## src/rtl/hbridge_dead_time_driver.sv

```systemverilog
// H-bridge leg driver: filters the duty sign, inserts dead time on every
// direction change or enable, and routes the PWM pulse to one leg at a time.
module hbridge_dead_time_driver #(
  parameter int DEAD_TICKS   = 16,
  parameter int FILTER_TICKS = 4,
  parameter int CNT_W        = 8
) (
  input  logic clk_in,
  input  logic async_reset_in,
  input  logic CE_in,
  input  logic enable_in,
  input  logic pwm_in,
  input  logic sign_in,
  output logic leg_a_out,
  output logic leg_b_out,
  output logic dir_out,
  output logic dead_out
);

  typedef enum logic [1:0] {IDLE, DEAD, FWD, REV} state_t;

  localparam logic [CNT_W-1:0] DEAD_LAST = CNT_W'(DEAD_TICKS - 1);
  localparam logic [CNT_W-1:0] FILT_LAST = CNT_W'(FILTER_TICKS - 1);
  localparam logic [CNT_W-1:0] CNT_ONE   = CNT_W'(1);

  state_t           state, state_nx;
  logic [CNT_W-1:0] dead_cnt, dead_cnt_nx;
  logic [CNT_W-1:0] filt_cnt, filt_cnt_nx;
  logic             sign_filt, sign_filt_nx;
  logic             target, target_nx;
  logic             leg_a_nx, leg_b_nx, dir_nx, dead_nx;

  // The FSM deliberately reacts to the registered sign_filt, so a newly
  // accepted sign takes effect one tick after the filter toggles.
  always_comb begin
    filt_cnt_nx  = filt_cnt;
    sign_filt_nx = sign_filt;
    if (CE_in) begin
      if (sign_in == sign_filt) begin
        filt_cnt_nx = '0;
      end else if (filt_cnt == FILT_LAST) begin
        sign_filt_nx = ~sign_filt;
        filt_cnt_nx  = '0;
      end else begin
        filt_cnt_nx = filt_cnt + CNT_ONE;
      end
    end
  end

  always_comb begin
    state_nx    = state;
    dead_cnt_nx = dead_cnt;
    target_nx   = target;
    if (CE_in) begin
      if (!enable_in) begin
        state_nx = IDLE;
      end else begin
        case (state)
          IDLE: begin
            state_nx    = DEAD;
            target_nx   = sign_filt;
            dead_cnt_nx = '0;
          end
          DEAD: begin
            if (sign_filt != target) begin
              target_nx   = sign_filt;
              dead_cnt_nx = '0;
            end else if (dead_cnt == DEAD_LAST) begin
              state_nx = target ? REV : FWD;
            end else begin
              dead_cnt_nx = dead_cnt + CNT_ONE;
            end
          end
          FWD: begin
            if (sign_filt) begin
              state_nx    = DEAD;
              target_nx   = 1'b1;
              dead_cnt_nx = '0;
            end
          end
          REV: begin
            if (!sign_filt) begin
              state_nx    = DEAD;
              target_nx   = 1'b0;
              dead_cnt_nx = '0;
            end
          end
          default: state_nx = IDLE;
        endcase
      end
    end
  end

  // Outputs are decoded from the next state so legs drop on the very tick
  // that leaves a drive state and the first drive lands on the exit tick.
  always_comb begin
    leg_a_nx = leg_a_out;
    leg_b_nx = leg_b_out;
    dir_nx   = dir_out;
    dead_nx  = dead_out;
    if (CE_in) begin
      leg_a_nx = (state_nx == FWD) && pwm_in;
      leg_b_nx = (state_nx == REV) && pwm_in;
      dead_nx  = (state_nx == DEAD);
      if (state_nx == FWD) dir_nx = 1'b0;
      if (state_nx == REV) dir_nx = 1'b1;
    end
  end

  always_ff @(posedge clk_in or posedge async_reset_in) begin
    if (async_reset_in) begin
      state     <= IDLE;
      dead_cnt  <= '0;
      filt_cnt  <= '0;
      sign_filt <= 1'b0;
      target    <= 1'b0;
      leg_a_out <= 1'b0;
      leg_b_out <= 1'b0;
      dir_out   <= 1'b0;
      dead_out  <= 1'b0;
    end else begin
      state     <= state_nx;
      dead_cnt  <= dead_cnt_nx;
      filt_cnt  <= filt_cnt_nx;
      sign_filt <= sign_filt_nx;
      target    <= target_nx;
      leg_a_out <= leg_a_nx;
      leg_b_out <= leg_b_nx;
      dir_out   <= dir_nx;
      dead_out  <= dead_nx;
    end
  end

endmodule

```

## config.mk

```make
export PLATFORM = sky130hd
export DESIGN_NAME = hbridge_dead_time_driver
export DESIGN_NICKNAME = d
export VERILOG_FILES = /design/src/rtl/hbridge_dead_time_driver.sv
export SDC_FILE = /design/constraint.sdc
export NUM_CORES = 1
export LEC_CHECK = 0
export BUFFER_PORTS_ARGS = -buffer_cell sky130_fd_sc_hd__buf_2
export CORE_ASPECT_RATIO = 1.25
export CORE_UTILIZATION = 58
export CTS_CLUSTER_DIAMETER = 60
export DETAILED_ROUTE_END_ITERATION = 8
export PLACE_DENSITY = 0.79
export SETUP_SLACK_MARGIN = 0.02
export SLEW_MARGIN = 20
export SYNTH_ARGS = -nofsm -noshare
export SYNTH_HDL_FRONTEND = slang
export SYNTH_SLANG_ARGS = --single-unit
export TNS_END_PERCENT = 30
```

## constraint.sdc

```tcl
create_clock -name clk_in -period 2.5 [get_ports clk_in]
set_input_delay 0.625 -clock clk_in [delete_from_list [all_inputs] [get_ports clk_in]]
set_output_delay 0.625 -clock clk_in [all_outputs]
set_load 0.1 [all_outputs]
```

==> impl_metrics.json, run 1 <==
{
  "status": "finished, final reports clean",
  "netlist_area_um2": 1310,
  "synth_top_cell_by_area": "dfrtp_1",
  "hold_path.class": "in2async",
  "fin_crit_ps": 2220,
  "setup_ws_ps": 278,
  "cp-startpoint": "dead_cnt[0]",
  "numCtsBuffers": 3,
  "ys_seq_area_frac": 0.459,
  "overflow": 0,
  "cts.clk_slew.worst_paths_ps": 140,
  "clkLatencyLatePin_ps": 330,
  "critPathMaxFanout": 8,
  "io_buffers": 9,
  "finalSetupViolations": 0,
  "fillerInstances": 172,
  "yosys_warnings": 0,
  "final_common_cell": "dfrtp_1",
  "dp.final_hpwl_um": 1750,
  "place_ws_ps": 281,
  "yosys.area.top_type_share": 0.459,
  "power_density_nw_per_um2": 687,
  "r2r_start": "dead_cnt[0]",
  "maxCapViolCount": 0,
  "path_buf_inv": 0,
  "num_rows": 18,
  "syn_inst": 136,
  "die_x_um": 44.5,
  "clockRootBuffer": "clkbuf_4",
  "via_per_inst": 5.65,
  "cts_sinks": 24,
  "reg2reg_slack_ps": 280,
  "worst_path_max_delay_cell": "or4b_4",
  "ir_drop_mv": 0.528,
  "drt_iter0_drc": 19,
  "cts_hold_buf": 0,
  "grt_pass1_wl_um": 3930,
  "critPathMaxStageDelay_ps": 480,
  "relSlewSlack": 0.560,
  "cts_tree": "yes",
  "antenna_found_initial": 0,
  "endpoint": "dead_cnt[0]",
  "syn-num-nets": 144,
  "path_cells": "ha_1, or4b_4, nor3_4, a21oi_1, nand2_1, mux2_2",
  "period_share": 0.889,
  "grt_max_degree": 25,
  "cpLargestDelayFamily": "simple AND/OR/NAND/NOR gates",
  "totalPowerFinal_w": 0.000968,
  "layout-drive-gt1-share": 0.164,
  "crit_type": "reg2reg",
  "nNetsFinal": 155,
  "slew_viol_final": 0,
  "hold-worst-slack_ps": 307,
  "cp.depth": 6,
  "ys_ff_latch": 24,
  "end_kind": "register",
  "core_um2": 2050,
  "dieArea_um2": 2450,
  "netlist_top_cells_area": "dfrtp_1, xnor2_1, nor2_1",
  "gp_congestion": 0.867,
  "rsz0062_at_grt": "false",
  "worstMarginPinSlew_ps": 643,
  "max_freq_ghz": 0.450,
  "total_leakage_power_nw": 0.627,
  "wl_per_cell_um": 13.5,
  "worstPathRequired_ps": 2730,
  "wirelength_um": 2370,
  "clock_path_buffers": 2,
  "synthDistinctLibCells": 42,
  "crit_path_start_kind": "register",
  "final_cell_mix": "dfrtp_1, nor2_1, nand2_1, o21ai_0",
  "fin_skew_ps": 8.86,
  "reg2reg_depth": 6,
  "vias": 994,
  "grt_pass1_vias": 912,
  "worstPathArrival_ps": 2450,
  "finalHoldViolations": 0,
  "finalSetupTns_ps": 0,
  "r2r_end": "dead_cnt[0]",
  "track_usage": 0.226,
  "ant_nets": 0,
  "start_util": 0.638,
  "die_y_um": 55.1,
  "syn2layout_area_growth_pct": 7.75,
  "diodes": 0,
  "post_cts_buffers": 0,
  "remaining_drc_errors": 0,
  "syn-mean-instance-area_um2": 9.61,
  "ios": 10,
  "drtPass1Iterations": 4,
  "cts_max_level": 1,
  "postCtsResizedCells": 0
}
[per-layer routing]
layer / GRT usage / share of wire
met1: 0.273 / 0.45
met5: 0 / 0
met2: 0.400 / 0.52
met3: 0.0195 / 0.010
met4: 0.121 / 0.019
[stage by stage]
| step | cells | util | cell area [um2] |
|---|---|---|---|
| 3_3_place_gp | 172 | 0.670 | 1370 |
| 3_5_place_dp | 172 | 0.670 | 1370 |
| 6_report | 176 | 0.687 | 1410 |
| 5_1_grt | 176 | 0.687 | 1410 |
| 4_1_cts | 176 | 0.687 | 1410 |
| 2_1_floorplan | 136 | - | 1310 |
[synth_stat cells, drive strengths merged]
master,instances
a2111oi,2
a211o,1
a211oi,1
a21bo,1
a21oi,2
a22oi,1
a32o,1
a32oi,1
a41o,1
and2,2
and3,4
buf,4
clkbuf,1
dfrtp,24
ha,2
inv,7
mux2,3
nand2,14
nand2b,1
nand3,5
nand3b,1
nand4,3
nor2,18
nor2b,1
nor3,2
nor3b,1
nor4,1
o21ai,10
o2bb2ai,1
o31ai,2
o32ai,1
o41ai,1
or3,1
or4,2
or4b,1
xnor2,9
xor2,3
[sequential cells by signal, summed over array words and instances, names as in the netlist]
name       count
dead_cnt       8
filt_cnt       8
state          2
dead_out       1
dir_out        1
leg_a_out      1
leg_b_out      1
sign_filt      1
target         1
[worst reg2reg max path, stage by stage, from the launching register on]
cell     delay (ps)
dfrtp_1         420
ha_1            220
or4b_4          480
nor3_4          270
a21oi_1         210
nand2_1         180
mux2_2          350
[how the worst min path moves through the flow]
stage                              to  slack [ps]  cells past startpoint
after floorplan           filt_cnt[4]         470                      1
after global placement      leg_b_out         460                      2
after detailed placement    leg_b_out         490                      2
after CTS                 filt_cnt[7]         320                      3
after global routing      dead_cnt[3]         350                      3
final                     filt_cnt[6]         310                      3
[final cells by class]
| class | count | area (um2) | area share |
|---|---|---|---|
| Timing Repair Buffer | 11 | 60.1 | 0.0426 |
| Tap cell | 30 | 37.5 | 0.0266 |
| Inverter | 7 | 26.3 | 0.0187 |
| Multi-Input combinational cell | 100 | 648 | 0.460 |
| Sequential cell | 24 | 601 | 0.426 |
| Clock buffer | 4 | 36.3 | 0.0258 |
[where the power goes]
part           internal (W)  total [W]  leakage, nW  switching [W]
clock network     0.0000892   0.000211       0.0210       0.000122
registers          0.000438   0.000506        0.324      0.0000689
logic              0.000109   0.000250        0.282       0.000142
total              0.000636   0.000968        0.627       0.000332
[logic make-up after synthesis]
family	synth area share
xor+xnor	0.0804
fa+ha+maj	0.0191
flops	0.459
simple gates	0.227
compound gates	0.144
buf+inv	0.0450
mux	0.0258
Power figures use the tool's default switching activity.
==> inputs of run 2 (changes only) <==
--- a/config.mk
+++ b/config.mk
@@ -5,12 +5,13 @@
 export SDC_FILE = /design/constraint.sdc
 export NUM_CORES = 1
 export LEC_CHECK = 0
+export ABC_AREA = 1
 export BUFFER_PORTS_ARGS = -buffer_cell sky130_fd_sc_hd__buf_2
 export CORE_ASPECT_RATIO = 1.25
-export CORE_UTILIZATION = 58
+export CORE_UTILIZATION = 59
 export CTS_CLUSTER_DIAMETER = 60
 export DETAILED_ROUTE_END_ITERATION = 8
-export PLACE_DENSITY = 0.79
+export PLACE_DENSITY = 0.8
 export SETUP_SLACK_MARGIN = 0.02
 export SLEW_MARGIN = 20
 export SYNTH_ARGS = -nofsm -noshare
==> run 2 against run 1 <==
Against the previous run:
- global-route usage grew 0.87 points
- clock power grew 34%
- non-clock buffer count shrank 1
- core utilization grew 0.46 points
- final cell count grew 34%
- wire length grew 10%
- first-iteration DRC count grew 11%
- register-to-register slack gained 470 ps
- sequential power grew 2%
- hold slack is essentially flat
- highest routed layer unchanged
==> impl_metrics.json, run 2 <==
{
  "status": "finished, final reports clean",
  "finalHoldViolations": 0,
  "cts_sinks": 24,
  "worstPathRequired_ps": 2730,
  "ios": 10,
  "path_buf_inv": 1,
  "track_usage": 0.235,
  "cts_hold_buf": 0,
  "fin_crit_ps": 1750,
  "rsz0062_at_grt": "false",
  "cpLargestDelayFamily": "simple AND/OR/NAND/NOR gates",
  "end_kind": "register",
  "total_leakage_power_nw": 0.826,
  "path_cells": "ha_1, nand3_1, nor2_1, nand2_2, nand2_2, nor2_4, inv_1, nand2_1, nand2_1",
  "drt_iter0_drc": 21,
  "ir_drop_mv": 0.548,
  "maxCapViolCount": 0,
  "synth-edff-count": 0,
  "nNetsFinal": 214,
  "yosys.area.top_type_share": 0.424,
  "die_y_um": 56.8,
  "yosys_warnings": 0,
  "drtPass1Iterations": 4,
  "worstPathArrival_ps": 1990,
  "final_cell_mix": "nand2_1, inv_1, nor2_1, dfrtp_1, nand3_1",
  "cts_tree": "yes",
  "placed_area_um2": 1490,
  "p_sw_frac": 0.405,
  "synth_top_cell_by_area": "dfrtp_1",
  "die_x_um": 45.8,
  "layout-drive-gt1-share": 0.151,
  "max_freq_ghz": 0.571,
  "totalPowerFinal_w": 0.00120,
  "hold_path.class": "in2async",
  "cts.clk_slew.worst_paths_ps": 130,
  "syn2layout_area_growth_pct": 9.09,
  "worstMarginPinSlew_ps": 485,
  "diodes": 0,
  "relSlewSlack": 0.679,
  "num_rows": 19,
  "io_buffers": 9,
  "finalSetupViolations": 0,
  "numCtsBuffers": 3,
  "via_per_inst": 5.18,
  "start_util": 0.634,
  "vias": 1223,
  "synth_most_common_cell": "nand2_1",
  "critPathMaxFanout": 13,
  "fin_skew_ps": 7.44,
  "critPathMaxStageDelay_ps": 430,
  "postCtsResizedCells": 0,
  "syn_inst": 193,
  "overflow": 0,
  "reg.largest.list": "dead_cnt x8, filt_cnt x8, state x2",
  "slew_viol_final": 0,
  "final_common_cell": "nand2_1",
  "crit_path_start_kind": "register",
  "netlist_area_um2": 1420,
  "combinationalPowerShare": 0.335,
  "worst_path_max_delay_cell": "dfrtp_1",
  "synthDistinctLibCells": 24,
  "syn-mean-instance-area_um2": 7.35,
  "seq_power_share": 0.430,
  "power_density_nw_per_um2": 777,
  "clock_path_buffers": 2,
  "finalSetupTns_ps": 0,
  "grt_pass1_vias": 1112,
  "wl_per_cell_um": 11.1,
  "grt_max_degree": 25,
  "clkLatencyLatePin_ps": 320,
  "clockRootBuffer": "clkbuf_4",
  "period_share": 0.701,
  "gp_congestion": 0.830,
  "syn-num-nets": 201,
  "wirelength_um": 2620,
  "synth_ff_type": "dfrtp_1",
  "post_cts_buffers": 0,
  "grt_pass1_wl_um": 4430,
  "fin_area_um2": 1550,
  "p_switching_w": 0.000486,
  "ys_seq_area_frac": 0.424,
  "antenna_found_initial": 0,
  "ys_top_cells_by_count": "nand2_1, inv_1, dfrtp_1, nor2_1, nand3_1",
  "internal_power_w": 0.000716,
  "core_um2": 2230,
  "pwr-share-clk": 0.235,
  "remaining_drc_errors": 0,
  "async_reset_ff_frac": 1.00,
  "ys_ff_latch": 24,
  "ant_nets": 0,
  "crit_type": "reg2reg",
  "dp.final_hpwl_um": 1960,
  "cts_max_level": 1,
  "netlist_top_cells_area": "dfrtp_1, nand2_1, nand3_1",
  "dieArea_um2": 2600
}
-- run 2: cell count changes after synthesis, moves of 4 or more --
| cell | before | now |
|---|---|---|
| inv_1 | 7 | 26 |
| nand2_1 | 14 | 53 |
| nand2_2 | 0 | 5 |
| nand3_1 | 5 | 23 |
| nor2_1 | 18 | 24 |
| o21ai_0 | 10 | 4 |
| o21ai_2 | 0 | 4 |
| xnor2_1 | 9 | 1 |
-- run 2: cell families (layout without fill, tap and decap cells) --
family / count (synthesis) / in the layout / share of synthesized area
AO/OA/AOI/OAI: 14 / 14 / 0.0653
buffers and inverters: 31 / 43 / 0.0874
adder cells (fa/ha/maj): 2 / 2 / 0.0176
AND/OR/NAND/NOR: 115 / 115 / 0.363
flip-flops: 24 / 24 / 0.424
XOR/XNOR: 7 / 7 / 0.0432
-- run 2: worst paths after layout --
check	start	to	slack, ps	depth (start not counted)
max in group asynchronous	async_reset_in	leg_b_out	1960	3
setup / recovery	dead_cnt[0]	dead_cnt[1]	750	9
setup reg to reg	dead_cnt[0]	dead_cnt[1]	750	9
hold reg to reg	dir_out	dir_out	500	2
hold / removal	async_reset_in	filt_cnt[5]	310	3
min in group clk_in	dir_out	dir_out	500	2
-- run 2: layout make-up --
class | instances | area [um2]
sequential | 24 | 601
clock buffer | 3 | 22.5
tap | 31 | 38.8
multi-input combinational | 138 | 693
inverter | 29 | 109
timing repair buffer | 10 | 52.6
clock inverter | 1 | 30.0
fill | 211 | 688
-- run 2: worst reg2reg max path: stages (launching register included) --
cell and delay (ps):
dfrtp_1 430, ha_1 280, nand3_1 140, nor2_1 80
nand2_2 90, nand2_2 70, nor2_4 270, inv_1 160
nand2_1 90, nand2_1 50
-- run 2: per-stage QoR --
step | std cells | hold slack (ps) | utilization | worst slack (ps)
floorplan | 193 | 474 | - | 977
global placement | 232 | 462 | 0.669 | 792
detailed placement | 232 | 461 | 0.669 | 747
CTS | 236 | 321 | 0.692 | 741
global route | 236 | 354 | 0.692 | 629
finish | 236 | 307 | 0.692 | 747
-- run 2: routing by layer --
layer	vias to the layer above	track usage	share of wire
li1	629	-	-
met4	0	0.105	0.016
met5	-	0	0
met1	580	0.275	0.45
met3	5	0.0225	0.013
met2	9	0.410	0.52
-- run 2: power groups by stage --
stage / registers, W / clock network (W) / logic [W]
floorplan: 0.000608 / 0 / 0.000238
global placement: 0.000519 / 0 / 0.000393
detailed placement: 0.000521 / 0 / 0.000403
CTS: 0.000515 / 0.000284 / 0.000405
global route: 0.000526 / 0.000299 / 0.000445
finish: 0.000517 / 0.000282 / 0.000403
==> inputs of run 3 (changes only) <==
--- a/config.mk
+++ b/config.mk
@@ -8,10 +8,10 @@
 export ABC_AREA = 1
 export BUFFER_PORTS_ARGS = -buffer_cell sky130_fd_sc_hd__buf_2
 export CORE_ASPECT_RATIO = 1.25
-export CORE_UTILIZATION = 59
+export CORE_UTILIZATION = 53
 export CTS_CLUSTER_DIAMETER = 60
 export DETAILED_ROUTE_END_ITERATION = 8
-export PLACE_DENSITY = 0.8
+export PLACE_DENSITY = 0.76
 export SETUP_SLACK_MARGIN = 0.02
 export SLEW_MARGIN = 20
 export SYNTH_ARGS = -nofsm -noshare
==> constraint.sdc (replaced) <==
create_clock -name clk_in -period 1.5 [get_ports clk_in]
set_input_delay 0.375 -clock clk_in [delete_from_list [all_inputs] [get_ports clk_in]]
set_output_delay 0.375 -clock clk_in [all_outputs]
set_load 0.1 [all_outputs]
==> run 3 against run 2 <==
Against the previous run:
- first-iteration DRC count increased by 100%
- final cell count increased by 8.9%
- power increased by 89%
- maximum frequency increased by 21%
- non-clock buffer count increased by 19
- critical path type unchanged
- largest power group is now combinational logic
==> impl_metrics.json, run 3 (same netlist as run 2, synthesis figures left out) <==
{
  "fillerInstances": 181,
  "clock_path_buffers": 2,
  "gp_congestion": 0.924,
  "dieArea_um2": 2890,
  "hold_path.class": "in2async",
  "relSlewSlack": 0.795,
  "cts_max_level": 1,
  "io_buffers": 9,
  "register_area_um2": 602,
  "wl_per_cell_um": 12.5,
  "clkLatencyLatePin_ps": 330,
  "vias": 1329,
  "ios": 10,
  "reg.largest.list": "dead_cnt x8, filt_cnt x8, state x2",
  "drt_iter0_drc": 43,
  "nNetsFinal": 233,
  "worstPathArrival_ps": 1720,
  "wirelength_um": 3210,
  "period_share": 0.963,
  "drtPass1Iterations": 4,
  "die_y_um": 59.8,
  "critPathMaxFanout": 8,
  "max_freq_ghz": 0.692,
  "fin_skew_ps": 4.80,
  "fin_crit_ps": 1440,
  "finalSetupViolations": 0,
  "syn2layout_area_growth_pct": 24.6,
  "num_rows": 20,
  "crit_type": "reg2reg",
  "final_cell_mix": "nand2_1, inv_1, nor2_1, dfrtp_1, buf_4",
  "cts_sinks": 24,
  "final_common_cell": "nand2_1",
  "cts_hold_buf": 0,
  "via_per_inst": 5.17,
  "grt_pass1_wl_um": 5000,
  "clockRootBuffer": "clkbuf_4",
  "critPathMaxStageDelay_ps": 410,
  "antenna_found_initial": 0,
  "worstPathRequired_ps": 1770,
  "layout-drive-gt1-share": 0.263,
  "total_leakage_power_nw": 0.941,
  "final_core_util": 0.713,
  "end_kind": "register",
  "path_cells": "ha_2, nand3_4, nor2_4, nand2_2, nand2_2, nor2_4, buf_12, nand2_2, o21ai_2",
  "rsz0062_at_grt": "true",
  "grt_max_degree": 25,
  "worstMarginPinSlew_ps": 308,
  "crit_path_start_kind": "register",
  "worst_path_max_delay_cell": "dfrtp_1",
  "maxCapViolCount": 0,
  "ir_drop_mv": 1.10,
  "die_x_um": 48.3,
  "dp.final_hpwl_um": 2320,
  "slew_viol_final": 0,
  "track_usage": 0.245,
  "status": "finished, final reports clean",
  "power_density_nw_per_um2": 1280,
  "start_util": 0.572,
  "cts_tree": "yes",
  "core_um2": 2480,
  "path_common_cell": "nand2_2",
  "finalHoldViolations": 0,
  "numCtsBuffers": 3,
  "ant_nets": 0,
  "multiInputGateArea_um2": 744,
  "hold-worst-slack_ps": 54.7,
  "grt_pass1_vias": 1292,
  "overflow": 0,
  "cts.clk_slew.worst_paths_ps": 130,
  "diodes": 0,
  "remaining_drc_errors": 0
}
-- run 3: cell count changes in the layout (fill, tap and decap cells not counted), sizes merged --
cell  previous run  this run
buf             10        29
-- run 3: worst max-delay path: cells and delay by family, from the launching register on --
family | cells | cell delay [ps]
fa+ha+maj | 1 | 220
compound gates | 1 | 50
simple gates | 6 | 530
flops | 1 | 410
buf+inv | 1 | 160
-- run 3: final cells by class --
class / instances / share of cell area
clock buffers: 3 / 0.0127
clock inverters: 1 / 0.0170
inverters: 29 / 0.0616
multi-input cells: 138 / 0.421
flip-flops and latches: 24 / 0.341
well taps: 33 / 0.0234
repair buffers: 29 / 0.123
-- run 3: path summary, 6_finish.rpt --
path                                startpoint          end  slack (ps)  cells past startpoint
worst max register to register     dead_cnt[1]  dead_cnt[6]          60                      9
min in group clk_in                    sign_in    sign_filt         310                      3
worst max-delay path               dead_cnt[1]  dead_cnt[6]          60                      9
worst min-delay path            async_reset_in  filt_cnt[3]          50                      3
worst min register to register         dir_out      dir_out         510                      2
max in group asynchronous       async_reset_in    sign_filt        1190                      3
-- run 3: timing repair --
action                     CTS  global route
buffers inserted             1             7
gates cloned                 0             0
setup endpoints to repair   11            14
gates resized for setup      8            10
pin swaps                    1             6
-- run 3: routing by layer --
metal,part of all wire,up-vias,GRT usage
li1,-,666,-
met1,0.39,613,0.256
met2,0.55,43,0.457
met3,0.037,7,0.0211
met4,0.026,0,0.119
met5,0,-,0
-- run 3: stage by stage --
step / cell area (um2) / std cells / power, W / setup slack (ps) / setup TNS, ps
4_1_cts: 1670 / 250 / 0.00211 / 24.3 / 0
3_3_place_gp: 1590 / 245 / 0.00158 / 67.3 / 0
5_1_grt: 1770 / 257 / 0.00240 / -18.3 / -87.6
6_report: 1770 / 257 / 0.00227 / 55.4 / 0
2_1_floorplan: 1420 / 193 / 0.00141 / 79.3 / 0
3_5_place_dp: 1590 / 245 / 0.00162 / -4.34 / -7.48
-- run 3: report_power, final --
part,switching (W),internal [W]
Sequential,0.0000956,0.000753
Combinational,0.000597,0.000345
Clock,0.000208,0.000271
Total,0.000900,0.00137
